--- src/rtl/vga_pkg.sv ---
// Shared constants, pixel field slices and fill-FSM encoding for the VGA
// frame-buffer arbiter slice.
package vga_pkg;

  localparam int H_PIX = 160;
  localparam int V_PIX = 120;
  localparam int AW    = 15;
  localparam int DW    = 8;

  // RRRGGGBB pixel layout
  localparam int R_MSB = 7;
  localparam int R_LSB = 5;
  localparam int G_MSB = 4;
  localparam int G_LSB = 2;
  localparam int B_MSB = 1;
  localparam int B_LSB = 0;

  typedef enum logic [1:0] {
    ST_IDLE  = 2'd0,
    ST_FILL  = 2'd1,
    ST_DRAIN = 2'd2
  } fill_state_e;

  // row*160 as row*128 + row*32; rows >= V_PIX are not clamped
  function automatic logic [AW-1:0] row_base_of(input logic [6:0] row);
    return AW'({row, 7'b0}) + AW'({row, 5'b0});
  endfunction

endpackage

--- src/rtl/fb_fill_ctrl.sv ---
// Line-buffer fill sequencer: row base latch, column counter, read issue and
// the one-cycle registered line-buffer write pipeline.
import vga_pkg::*;

module fb_fill_ctrl (
  input  logic          clk,
  input  logic          rst_n,
  input  logic          line_req,
  input  logic [6:0]    line_row,
  input  logic [DW-1:0] ram_rdata,
  output fill_state_e   state,
  output logic          rd_en,
  output logic [AW-1:0] rd_addr,
  output logic          fill_busy,
  output logic          lb_we,
  output logic          lb_bank,
  output logic [7:0]    lb_addr,
  output logic [DW-1:0] lb_wdata
);

  fill_state_e   state_q, state_d;
  logic [AW-1:0] row_base_q;
  logic [7:0]    col_q;
  logic          last_col;
  logic          lb_we_q;
  logic          lb_bank_q;
  logic [7:0]    lb_addr_q;

  assign last_col = (col_q == 8'(H_PIX - 1));

  // A line_req in any state restarts the burst from column 0.
  always_comb begin
    state_d = state_q;
    case (state_q)
      ST_IDLE:  if (line_req) state_d = ST_FILL;
      ST_FILL: begin
        if (line_req)      state_d = ST_FILL;
        else if (last_col) state_d = ST_DRAIN;
      end
      ST_DRAIN: state_d = line_req ? ST_FILL : ST_IDLE;
      default:  state_d = ST_IDLE;
    endcase
  end

  always_ff @(posedge clk or negedge rst_n) begin
    if (!rst_n) begin
      state_q    <= ST_IDLE;
      row_base_q <= '0;
      col_q      <= '0;
      lb_bank_q  <= 1'b0;
      lb_we_q    <= 1'b0;
      lb_addr_q  <= '0;
    end else begin
      state_q   <= state_d;
      // the read issued this cycle becomes next cycle's line-buffer write
      lb_we_q   <= (state_q == ST_FILL);
      lb_addr_q <= (state_q == ST_FILL) ? col_q : 8'd0;
      if (line_req) begin
        row_base_q <= row_base_of(line_row);
        col_q      <= '0;
        lb_bank_q  <= ~lb_bank_q;
      end else if (state_q == ST_FILL) begin
        col_q <= col_q + 8'd1;
      end
    end
  end

  assign state     = state_q;
  assign rd_en     = (state_q == ST_FILL);
  assign rd_addr   = rd_en ? (row_base_q + AW'(col_q)) : '0;
  assign fill_busy = (state_q != ST_IDLE);
  assign lb_we     = lb_we_q;
  assign lb_bank   = lb_bank_q;
  assign lb_addr   = lb_addr_q;
  assign lb_wdata  = lb_we_q ? ram_rdata : '0;

endmodule

--- src/rtl/vga_fb_arbiter.sv ---
// Single-port frame-buffer arbiter: video line fill has absolute priority,
// CPU writes use the cycles the fill leaves free.
import vga_pkg::*;

module vga_fb_arbiter (
  input  logic          clk,
  input  logic          rst_n,
  input  logic          line_req,
  input  logic [6:0]    line_row,
  input  logic          cpu_valid,
  output logic          cpu_ready,
  input  logic [AW-1:0] cpu_addr,
  input  logic [DW-1:0] cpu_data,
  output logic          ram_en,
  output logic          ram_we,
  output logic [AW-1:0] ram_addr,
  output logic [DW-1:0] ram_wdata,
  input  logic [DW-1:0] ram_rdata,
  output logic          lb_we,
  output logic          lb_bank,
  output logic [7:0]    lb_addr,
  output logic [DW-1:0] lb_wdata,
  output logic          fill_busy,
  output logic          overrun,
  output logic [1:0]    dbg_state
);

  fill_state_e   fill_state;
  logic          rd_en;
  logic [AW-1:0] rd_addr;
  logic          overrun_q;

  fb_fill_ctrl u_fill (
    .clk       (clk),
    .rst_n     (rst_n),
    .line_req  (line_req),
    .line_row  (line_row),
    .ram_rdata (ram_rdata),
    .state     (fill_state),
    .rd_en     (rd_en),
    .rd_addr   (rd_addr),
    .fill_busy (fill_busy),
    .lb_we     (lb_we),
    .lb_bank   (lb_bank),
    .lb_addr   (lb_addr),
    .lb_wdata  (lb_wdata)
  );

  // CPU handshake: a write transfers in every cycle with cpu_valid && cpu_ready;
  // ready never depends on anything the CPU drives except cpu_valid, and the
  // master must hold addr/data stable while valid is high and ready is low.
  assign cpu_ready = cpu_valid && rst_n && !line_req && (fill_state != ST_FILL);

  always_comb begin
    ram_en    = 1'b0;
    ram_we    = 1'b0;
    ram_addr  = '0;
    ram_wdata = '0;
    if (rd_en) begin
      ram_en   = 1'b1;
      ram_addr = rd_addr;
    end else if (cpu_ready) begin
      ram_en    = 1'b1;
      ram_we    = 1'b1;
      ram_addr  = cpu_addr;
      ram_wdata = cpu_data;
    end
  end

  always_ff @(posedge clk or negedge rst_n) begin
    if (!rst_n)                      overrun_q <= 1'b0;
    else if (line_req && fill_busy)  overrun_q <= 1'b1;
  end

  assign overrun   = overrun_q;
  assign dbg_state = fill_state;

endmodule
--- config.mk ---
export PLATFORM = sky130hd
export DESIGN_NAME = vga_fb_arbiter
export DESIGN_NICKNAME = d
export VERILOG_FILES = /design/src/rtl/vga_pkg.sv /design/src/rtl/fb_fill_ctrl.sv /design/src/rtl/vga_fb_arbiter.sv
export SDC_FILE = /design/constraint.sdc
export NUM_CORES = 1
export LEC_CHECK = 0
export BUFFER_PORTS_ARGS = -buffer_cell sky130_fd_sc_hd__buf_2
export CAP_MARGIN = 20
export CELL_PAD_IN_SITES_DETAIL_PLACEMENT = 0
export CELL_PAD_IN_SITES_GLOBAL_PLACEMENT = 1
export CORE_MARGIN = 5
export CORE_UTILIZATION = 23
export CTS_CLUSTER_DIAMETER = 150
export CTS_CLUSTER_SIZE = 10
export DETAILED_ROUTE_END_ITERATION = 8
export GPL_ROUTABILITY_DRIVEN = 0
export PLACE_DENSITY_LB_ADDON = 0.1
export SLEW_MARGIN = 5
export SYNTH_ARGS = -nofsm -noshare
export SYNTH_HDL_FRONTEND = slang
export SYNTH_SLANG_ARGS = --single-unit
--- constraint.sdc ---
create_clock -name clk -period 2.3 [get_ports clk]
set_input_delay 0.115 -clock clk [delete_from_list [all_inputs] [get_ports clk]]
set_output_delay 0.115 -clock clk [all_outputs]
set_load 0.05 [all_outputs]
==> impl_metrics.yaml <==
cts:
  clock_latency_ns: 0.28
  cts_sinks: 31
  h-tree-depth: 2
  cts_root_buf: "clkbuf_8"
  cts_buffers: 5
  post_cts_buffers: 0
  path_clk_slew_ns: 0.07
  cts_buffer_depth: 2
  cts_tree: "yes"
power:
  peakVddDrop_v: 0.0002342
  power_mw: 1.687
  powerDensity_mw_per_mm2: 629.7
  leakage_nw: 1.377
global_route:
  overflow: 0
  grt_max_degree: 32
  grt_pass1_wl_mm: 9.225
  antenna_found_initial: 0
  grt_usage_pct: 11.33
  first_global_vias: 1721
finish:
  design_area_mm2: 0.002679
  layoutNonFillerInstCount: 395
  antenna_cells: 0
  layout_common_cells: "buf_2 (85), dfrtp_1 (31), and2_1 (22), nor2_1 (12), xor2_1 (10)"
  synthToLayoutAreaGrowth_pct: 34.65
  layout-drive-gt1-share_pct: 42.16
  final_common_cell: "buf_2"
  post-route-util_pct: 31.17
  fin_nets: 339
yosys:
  synth.largest_area_cell: "dfrtp_1"
  netlist_area_mm2: 0.001989
  synth.area.mux_share_pct: 2.264
  synth-async-reset-ratio_pct: 100.0
  yosysUniqueCellTypes: 50
  synth_cells: 193
  synth_top_family_by_area: "simple AND/OR/NAND/NOR gates"
  yosys_most_used_dff: "dfrtp_1"
  synth_area_leaders: "dfrtp_1 (39%), and2_1 (6.9%), ha_1 (5.7%)"
  yosys.area_share.simple_pct: 22.01
  synth_compound_area_share_pct: 16.48
  synth-seq-cells: 31
  yosysSeqAreaShare_pct: 38.99
  synthXorXnorAreaFrac_pct: 7.044
  yosys.area_share.adder_pct: 7.673
  syn-num-nets: 246
  synth.top_cell.area_share_pct: 38.99
  synth-edff-count: 0
  yosysWarningCount: 0
  avgSynthCellArea_um2: 10.31
sta:
  hold_viol_final: 0
  clock_skew_ns: 0.002845
  post-route-min-period_ns: 2.172
  slew_viol_final: 0
  holdWs_ns: 0.1001
  post-route-period-util_pct: 94.43
  layout_setup_ws_ns: 0.1282
  setup_viol: 0
  finalSetupTns_ns: 0
  fmax_mhz: 460.4
  relSlewSlack_pct: 63.90
  tightest_slew_ns: 0.5402
  rsz0062_at_grt: "yes"
floorplanning:
  core_area_mm2: 0.008593
  row_count: 34
  die_h_um: 103.0
  die_w_um: 103.0
  initial_core_util_pct: 23.15
  dieArea_mm2: 0.01061
  ios: 90
worst_setup_path:
  startpoint_type: "flop"
  rr_worst_depth: 5
  critPathCaptureType: "output port"
  worstReg2RegStart: "u_fill.state[1]$_DFFE_PN0P_"
  crit_family: "adder cells"
  crit_required_ns: 2.18
  slowest_delay_ns: 0.38
  critPathMaxFanout: 3
  crit_slowest_cell: "dfrtp_1"
  crit_chain: "ha_1 > fa_2 > a21o_1 > nand4_1 > xnor2_1 > a22o_1 > buf_6"
  setup.worst_path.end: "ram_addr[11]"
  r2r_slack_ns: 0.86
  cp.depth: 7
  critPathBufInv: 1
  critPathKind: "flop to output port"
  arrival_ns: 2.06
  crit_path_start: "u_fill.col_q[5]$_DFFE_PN0P_"
  r2r_end: "u_fill.col_q[5]$_DFFE_PN0P_"
routing:
  first_pass_iters: 2
  drc: 0
  wirelength_mm: 5.838
  antenna_left: 0
  num_vias: 1716
  vias_per_cell: 4.344
  drt_iter0_markers: 45
  wl_per_cell_um: 14.78
worst_hold_path:
  worstHoldPathType: "input port to flop"
run:
  cap_violations: 0
placement:
  place_inst: 386
  pre_cts_ws_ns: 0.2945
  hpwl_mm: 4.518
  io_buffers: 89
  placed_area_mm2: 0.002522
run_status:
  outcome: "complete, no violations"
-- flip-flops by register name (all words and copies together) (netlist names) --
name / cells
u_fill.lb_addr: 8
u_fill.row_base_q: 10
u_fill.state: 2
overrun: 1
u_fill.lb_we: 1
u_fill.col_q: 8
u_fill.lb_bank: 1
-- cell families after synthesis --
family                   after synthesis
adder cells (fa/ha/maj)               11
buffers and inverters                 16
XOR/XNOR                              16
multiplexers                           4
AO/OA/AOI/OAI                         43
flip-flops                            31
AND/OR/NAND/NOR                       72
-- layout make-up --
cell class	instances	area, um^2
clock buffer	6	82.58
fill	944	5914
timing repair buffer	94	499.2
inverter	8	32.53
sequential	31	775.7
clock inverter	2	35.03
multi-input combinational	146	1119
tap	108	135.1
-- metal layers --
layer  vias up  part of all wire [%]  GRT usage, %
li1        872                     -             -
met1       802                    42         13.85
met2        35                    53         19.68
met3         7                   4.2         2.774
met4         0                   1.6         3.287
met5         -                     0             0
-- worst min-delay path by stage --
stage,from,depth (start not counted),end,slack [ns]
detailed placement,rst_n,2,u_fill.col_q[0]$_DFFE_PN0P_,0.26
finish,line_row[0],2,u_fill.row_base_q[5]$_DFFE_PN0P_,0.10
global placement,rst_n,2,u_fill.lb_addr[6]$_DFF_PN0_,0.26
floorplan,rst_n,0,overrun$_DFFE_PN0P_,-0.18
global route,line_row[0],2,u_fill.row_base_q[5]$_DFFE_PN0P_,0.1
CTS,line_row[0],2,u_fill.row_base_q[5]$_DFFE_PN0P_,0.09
-- Yosys cell counts (all sizes together) (2+ instances only) --
cell / count
buf: 7
nor2: 13
a22o: 9
nand3: 7
a21oi: 6
o211ai: 2
xnor2: 6
mux2: 4
a22oi: 2
a21o: 8
and2: 24
a211oi: 2
nand4: 7
o21a: 3
dfrtp: 31
fa: 2
nand2: 10
and3: 2
ha: 9
xor2: 10
inv: 8
o21ai: 3
-- worst reg2reg max path, stage by stage, from the launching register on --
cell	delay [ns]
dfrtp_1	0.41
nand2b_4	0.19
inv_4	0.27
nand4_1	0.19
xor2_1	0.17
nor2_1	0.14
-- report_power, final --
group / internal (mW) / leakage [nW] / switching (mW)
logic: 0.167 / 0.927 / 0.319
registers: 0.588 / 0.389 / 0.0455
clock network: 0.351 / 0.0612 / 0.216
-- timing repair --
| item | 4_1_cts | 5_1_grt |
|---|---|---|
| pin swaps | 0 | 2 |
| endpoints found under the setup margin | 2 | 4 |
| hold buffers | 1 | 0 |
| endpoints found under the hold margin | 31 | 0 |
| resized for setup | 2 | 9 |
Power figures use the tool's default switching activity.
